$ cat src/rtl/priority_encoder_capture_pkg.sv
// Shared widths, FSM state encoding and the priority-encode helper for the
// request capture block.
package priority_encoder_capture_pkg;

    localparam int REQ_W = 4;  // number of request lines
    localparam int IDX_W = 2;  // width of an encoded request index

    typedef enum logic {
        IDLE = 1'b0,
        HOLD = 1'b1
    } state_e;

    // Index of the highest set bit of req; 0 when req is empty (callers
    // only use the result when req is non-zero).
    function automatic logic [IDX_W-1:0] priority_encode(input logic [REQ_W-1:0] req);
        logic [IDX_W-1:0] idx;
        idx = '0;
        // Ascending scan: a later (higher) set bit overwrites a lower one.
        for (int k = 0; k < REQ_W; k++) begin
            if (req[k]) idx = IDX_W'(k);
        end
        return idx;
    endfunction

endpackage : priority_encoder_capture_pkg

$ cat src/rtl/priority_encoder_capture_sync_edge_detect.sv
// Synchronizer plus rising-edge detector for one asynchronous request line.
// After reset the edge output stays masked until the synchronizer and the
// history flop hold real samples, so a line already high at reset release
// never looks like a new request.
module sync_edge_detect #(
    parameter int SYNC_STAGES = 2
) (
    input  logic clk,
    input  logic rst,
    input  logic in_async,
    output logic rise
);

    logic [SYNC_STAGES-1:0] sync_q, sync_d;
    logic                   hist_q, hist_d;
    logic [SYNC_STAGES:0]   arm_q,  arm_d;

    // Next-state: shift the synchronizer, remember the last synchronized
    // value, and fill the arming shift register with ones after reset.
    always_comb begin
        // NOTE: every always_comb output gets a value on every path (here
        // unconditionally) so no latch is inferred.
        sync_d = {sync_q[SYNC_STAGES-2:0], in_async};
        hist_d = sync_q[SYNC_STAGES-1];
        arm_d  = {arm_q[SYNC_STAGES-1:0], 1'b1};
    end

    // State registers with synchronous active-high reset.
    always_ff @(posedge clk) begin
        // NOTE: non-blocking assignments so every flop samples pre-edge values.
        if (rst) begin
            sync_q <= '0;
            hist_q <= 1'b0;
            arm_q  <= '0;
        end else begin
            sync_q <= sync_d;
            hist_q <= hist_d;
            arm_q  <= arm_d;
        end
    end

    assign rise = sync_q[SYNC_STAGES-1] & ~hist_q & arm_q[SYNC_STAGES];

endmodule : sync_edge_detect

$ cat src/rtl/priority_encoder_capture.sv
// Captures rising edges on four asynchronous request lines into a pending
// mask and presents them one at a time, highest index first, through a
// valid/ready handshake. A repeated edge on a still-pending line is merged
// and flagged with a one-cycle overrun pulse.
module priority_encoder_capture
    import priority_encoder_capture_pkg::*;
#(
    parameter int SYNC_STAGES = 2
) (
    input  logic             clk,
    input  logic             rst,
    input  logic [REQ_W-1:0] in,
    output logic [IDX_W-1:0] out,
    output logic             valid,
    input  logic             ready,
    output logic             overrun,
    output logic [REQ_W-1:0] pending
);

    logic [REQ_W-1:0] rise;
    logic [IDX_W-1:0] next_idx;

    state_e           state_q,   state_d;
    logic [IDX_W-1:0] out_q,     out_d;
    logic             valid_q,   valid_d;
    logic             overrun_q, overrun_d;
    logic [REQ_W-1:0] pending_q, pending_d;
    logic [REQ_W-1:0] clear_mask;
    logic             load;

    // One synchronizer/edge detector per request line.
    for (genvar k = 0; k < REQ_W; k++) begin : g_sync
        sync_edge_detect #(
            .SYNC_STAGES(SYNC_STAGES)
        ) u_sync (
            .clk     (clk),
            .rst     (rst),
            .in_async(in[k]),
            .rise    (rise[k])
        );
    end

    // Priority encode of the registered pending mask, kept apart from the FSM.
    always_comb begin
        next_idx = priority_encode(pending_q);
    end

    // FSM next-state, output load and pending-mask update.
    always_comb begin
        state_d = state_q;
        out_d   = out_q;
        valid_d = valid_q;
        load    = 1'b0;

        unique case (state_q)
            IDLE: begin
                if (pending_q != '0) load = 1'b1;
            end
            HOLD: begin
                if (ready) begin
                    if (pending_q != '0) begin
                        load = 1'b1;
                    end else begin
                        valid_d = 1'b0;
                        state_d = IDLE;
                    end
                end
            end
            default: state_d = IDLE;
        endcase

        if (load) begin
            out_d   = next_idx;
            valid_d = 1'b1;
            state_d = HOLD;
        end

        clear_mask = load ? (REQ_W'(1) << next_idx) : '0;
        // A rise on the bit being cleared re-arms it rather than merging.
        pending_d  = (pending_q & ~clear_mask) | rise;
        overrun_d  = |(rise & pending_q & ~clear_mask);
    end

    // State registers with synchronous active-high reset.
    always_ff @(posedge clk) begin
        if (rst) begin
            state_q   <= IDLE;
            out_q     <= '0;
            valid_q   <= 1'b0;
            overrun_q <= 1'b0;
            pending_q <= '0;
        end else begin
            state_q   <= state_d;
            out_q     <= out_d;
            valid_q   <= valid_d;
            overrun_q <= overrun_d;
            pending_q <= pending_d;
        end
    end

    assign out     = out_q;
    assign valid   = valid_q;
    assign overrun = overrun_q;
    assign pending = pending_q;

endmodule : priority_encoder_capture
$ cat config.mk
export PLATFORM = sky130hd
export DESIGN_NAME = priority_encoder_capture
export DESIGN_NICKNAME = d
export VERILOG_FILES = /design/src/rtl/priority_encoder_capture_pkg.sv /design/src/rtl/priority_encoder_capture_sync_edge_detect.sv /design/src/rtl/priority_encoder_capture.sv
export SDC_FILE = /design/constraint.sdc
export NUM_CORES = 1
export LEC_CHECK = 0
export CORE_MARGIN = 2
export CORE_UTILIZATION = 33
export DETAILED_ROUTE_END_ITERATION = 8
export GPL_ROUTABILITY_DRIVEN = 0
export HOLD_SLACK_MARGIN = 0.03
export SYNTH_ARGS = -nofsm -noshare
export SYNTH_HDL_FRONTEND = slang
export SYNTH_SLANG_ARGS = --single-unit
export TNS_END_PERCENT = 5
$ cat constraint.sdc
create_clock -name clk -period 1.4 [get_ports clk]
set_clock_uncertainty 0.2 [all_clocks]
set_input_delay 0.14 -clock clk [delete_from_list [all_inputs] [get_ports clk]]
set_output_delay 0.14 -clock clk [all_outputs]
set_load 0.03 [all_outputs]
==> impl_results.md <==
* Outcome: finished, final reports clean
* Final Setup Violations at 0
* Fin crit period at between 1 and 1.5 ns
* Data arrival, critical path at 1.38 ns
* I/O pin count at 15
* Crit-path cells: nor2b_1 -> buf_4 -> o31a_2 -> o21a_1
* Hold Vio Cnt, Final at 0
* Setup TNS Final at 0 ns
* Hold Crit Class: input pin to flip-flop
* Power per Cell Area at approximately 1000 mW/mm²
* Synth top cells by count: 24 x dfxtp_1, 15 x nor2b_1, 6 x o21ai_0
* Max Clk Rate at between 700 and 800 MHz
* Gate Count Post-Synth at slightly below 80
* Register area share after synthesis at a little under three fifths
* WP data required at 1.41 ns
* ANT cells at 0
* Synth Cell Area at 848.3 µm²
* Finished Cell Area at ~0.0011 mm²
* Max-slew violations at 0
* Starting Density at between 30% and 40%
* RSZ-0062 raised after global routing: true
* Clock-pin slew on the worst setup and hold paths at between 0.1 and 0.15 ns
* R2r endpoint: pending[1]
* CTS Buf Count at 3
* Reg2reg start: state_q
* LEAKAGE at between 0.4 and 0.5 nW
* First-pass GRT wire length at between 2 and 2.5 mm
* Layout Nets at around 110
* # rows at 18
* Cell taking the most area after synthesis: dfxtp_1
* Setup slack, reg-to-reg at 0.03 ns
* Post-DR wirelength/cell at around 11 µm
* Register bit count reported by yosys at 24
* Ys Warns at 0
* Congestion Overflow GR at 0
* Worst Hold Path EP: g_sync[3].u_sync.sync_q[0]
* GRT Total Usage at about 11%
* Place WS at -0.1984 ns
* Dpl cells at around 120
* Cts hold-fix bufs at 0
* Antenna Nets Post-Route at 0
* Reg2Reg Depth at 4
* Period utilization at 98.07%
* EDFF count, synth at 0
* 1st-iter DRT viols at 5
* Core Box Area at roughly 0.0025 mm²
* PortBufs at 14
* Via density at approximately 4.8
* Post-synth top area share at a little under three fifths
* TritonCTS clock tree: built
* Layout cell share with drive strength beyond 1 at 24.74%
* Max incr delay on CP at around 0.34 ns
* Final Instance Count excl. Fillers at between 100 and 150
* CTS Root Cell: clkbuf_4
* Max-cap violations at 0
* Slowest CP cell: dfxtp_1
* First-pass DRT Iterations at 4
* Setup CP Type: flip-flop to flip-flop
* Area of placed instances at ~0.0010 mm²
* Max-slew headroom at 79.19%
* Max IR drop VDD at roughly 670 µV
* Die W at roughly 55 µm
* CTS Sinks at 24
* Setup crit start kind: flip-flop
* Initial antenna violation count at 0
* Final wirelength at 1.455 mm
* Synth Area per Inst at ~11 µm²
* Utilization after layout at 43.12%
* Worst Hold Launch: in[3]
* Main synth FF type: dfxtp_1
* Vias in the first global route at roughly 560
* Largest net degree at the start of global routing at 18
* Syn Nets at 86
* Fill cell count at 246
* Hpwl dp at 1.001 mm
* Crit path max fanout at 10
* Final WS setup at 0.02700 ns
* P&R area growth vs syn at 24.78%
* Die H at approximately 55 µm
* Yosys cell types at 25
* Post-synth ARST share at 0%
* Maximum buffer depth of the clock tree at 2
* Clk_lat worst skew at 0.30 ns
* Die Footprint at roughly 0.003 mm²
* # DRC at 0
* Via count at 605
* Worst-margin pin slew at between 0.3 and 0.4 ns
* Setup bufs post-CTS at 0
* Count leader, synth: dfxtp_1
* Hold Path Stages at 2
* Synth top area cells: dfxtp_1 57%, nor2b_1 11%, and4b_1 3.5%
* CTS H-Tree Depth at 1
* Setup crit end kind: flip-flop
[repair_timing]
action | 4_1_cts | 5_1_grt
resized for setup | 8 | 13
hold endpoints to repair | 0 | 0
endpoints found under the setup margin | 6 | 8
pin swaps | 0 | 1
[area by class of cell]
cell class	instances	area [µm²]	area share (%)
sequential	24	489.2	46.22
multi-input combinational	49	334.1	31.56
timing repair buffer	19	167.7	15.84
tap	30	37.54	3.546
clock buffer	3	22.52	2.128
inverter	2	7.507	0.7092
[through the flow]
| stage | hold slack (ns) | total power, mW |
|---|---|---|
| 3_3_place_gp | 0.2183 | 0.7962 |
| 2_1_floorplan | 0.01161 | 0.7583 |
| 6_report | 0.1792 | 1.061 |
| 5_1_grt | 0.1820 | 1.116 |
| 4_1_cts | 0.1639 | 1.085 |
| 3_5_place_dp | 0.2239 | 0.7985 |
[critical path: cells and delay by family (launching register included)]
| kind | cells | cell delay [ns] |
|---|---|---|
| simple gates | 1 | 0.13 |
| compound gates | 2 | 0.45 |
| flops | 1 | 0.34 |
| buf+inv | 1 | 0.16 |
[sequential cells by signal, summed over array words and instances, names as in the netlist]
| signal | flops |
|---|---|
| valid | 1 |
| g_sync.u_sync.hist_q | 4 |
| pending | 4 |
| out | 2 |
| state_q | 1 |
| g_sync.u_sync.sync_q | 8 |
| overrun | 1 |
| g_sync.u_sync.arm_q | 3 |
[cells by family after synthesis]
kind of cell           after synthesis  synth area share [%]
buffers and inverters                6                 3.983
AND/OR/NAND/NOR                     28                 23.75
flip-flops                          24                 56.64
AO/OA/AOI/OAI                       21                 15.63
[power by group]
| group | total [mW] | switching [mW] | internal, mW |
|---|---|---|---|
| clock | 0.282 | 0.182 | 0.100 |
| sequential | 0.711 | 0.00940 | 0.702 |
| combinational | 0.0679 | 0.0271 | 0.0408 |
| total | 1.06 | 0.218 | 0.843 |
[placed cells by master (no fill, tap or decap), types with 2 or more instances in the layout]
cell / count
dfxtp_1: 19
nor2b_1: 15
buf_4: 7
clkdlybuf4s50_1: 6
a21oi_1: 5
o21ai_0: 5
dfxtp_2: 4
nor2_1: 3
and4b_1: 3
clkbuf_4: 3
clkbuf_2: 3
inv_1: 2
o21ai_1: 2
o21a_1: 2
nand3b_1: 2
[metal layers]
| metal | wire, µm | global-route usage, % | share of wire [%] |
|---|---|---|---|
| met5 | 0 | 0 | 0 |
| met4 | 16 | 5.000 | 1.1 |
| met3 | 87 | 4.918 | 6.0 |
| met2 | 660 | 19.05 | 45 |
| met1 | 690 | 11.56 | 47 |
[worst max path at each step]
| stage | start | endpoint | slack (ns) |
|---|---|---|---|
| 6_report | state_q | pending[1] | 0.03 |
| 5_1_grt | pending[1] | pending[1] | -0.01 |
| 4_1_cts | out[1] | out[1] | 0.001 |
| 3_5_place_dp | ready | overrun | -0.20 |
| 3_3_place_gp | ready | overrun | -0.17 |
| 2_1_floorplan | pending[3] | overrun | 0.007 |
Power figures use the tool's default switching activity.
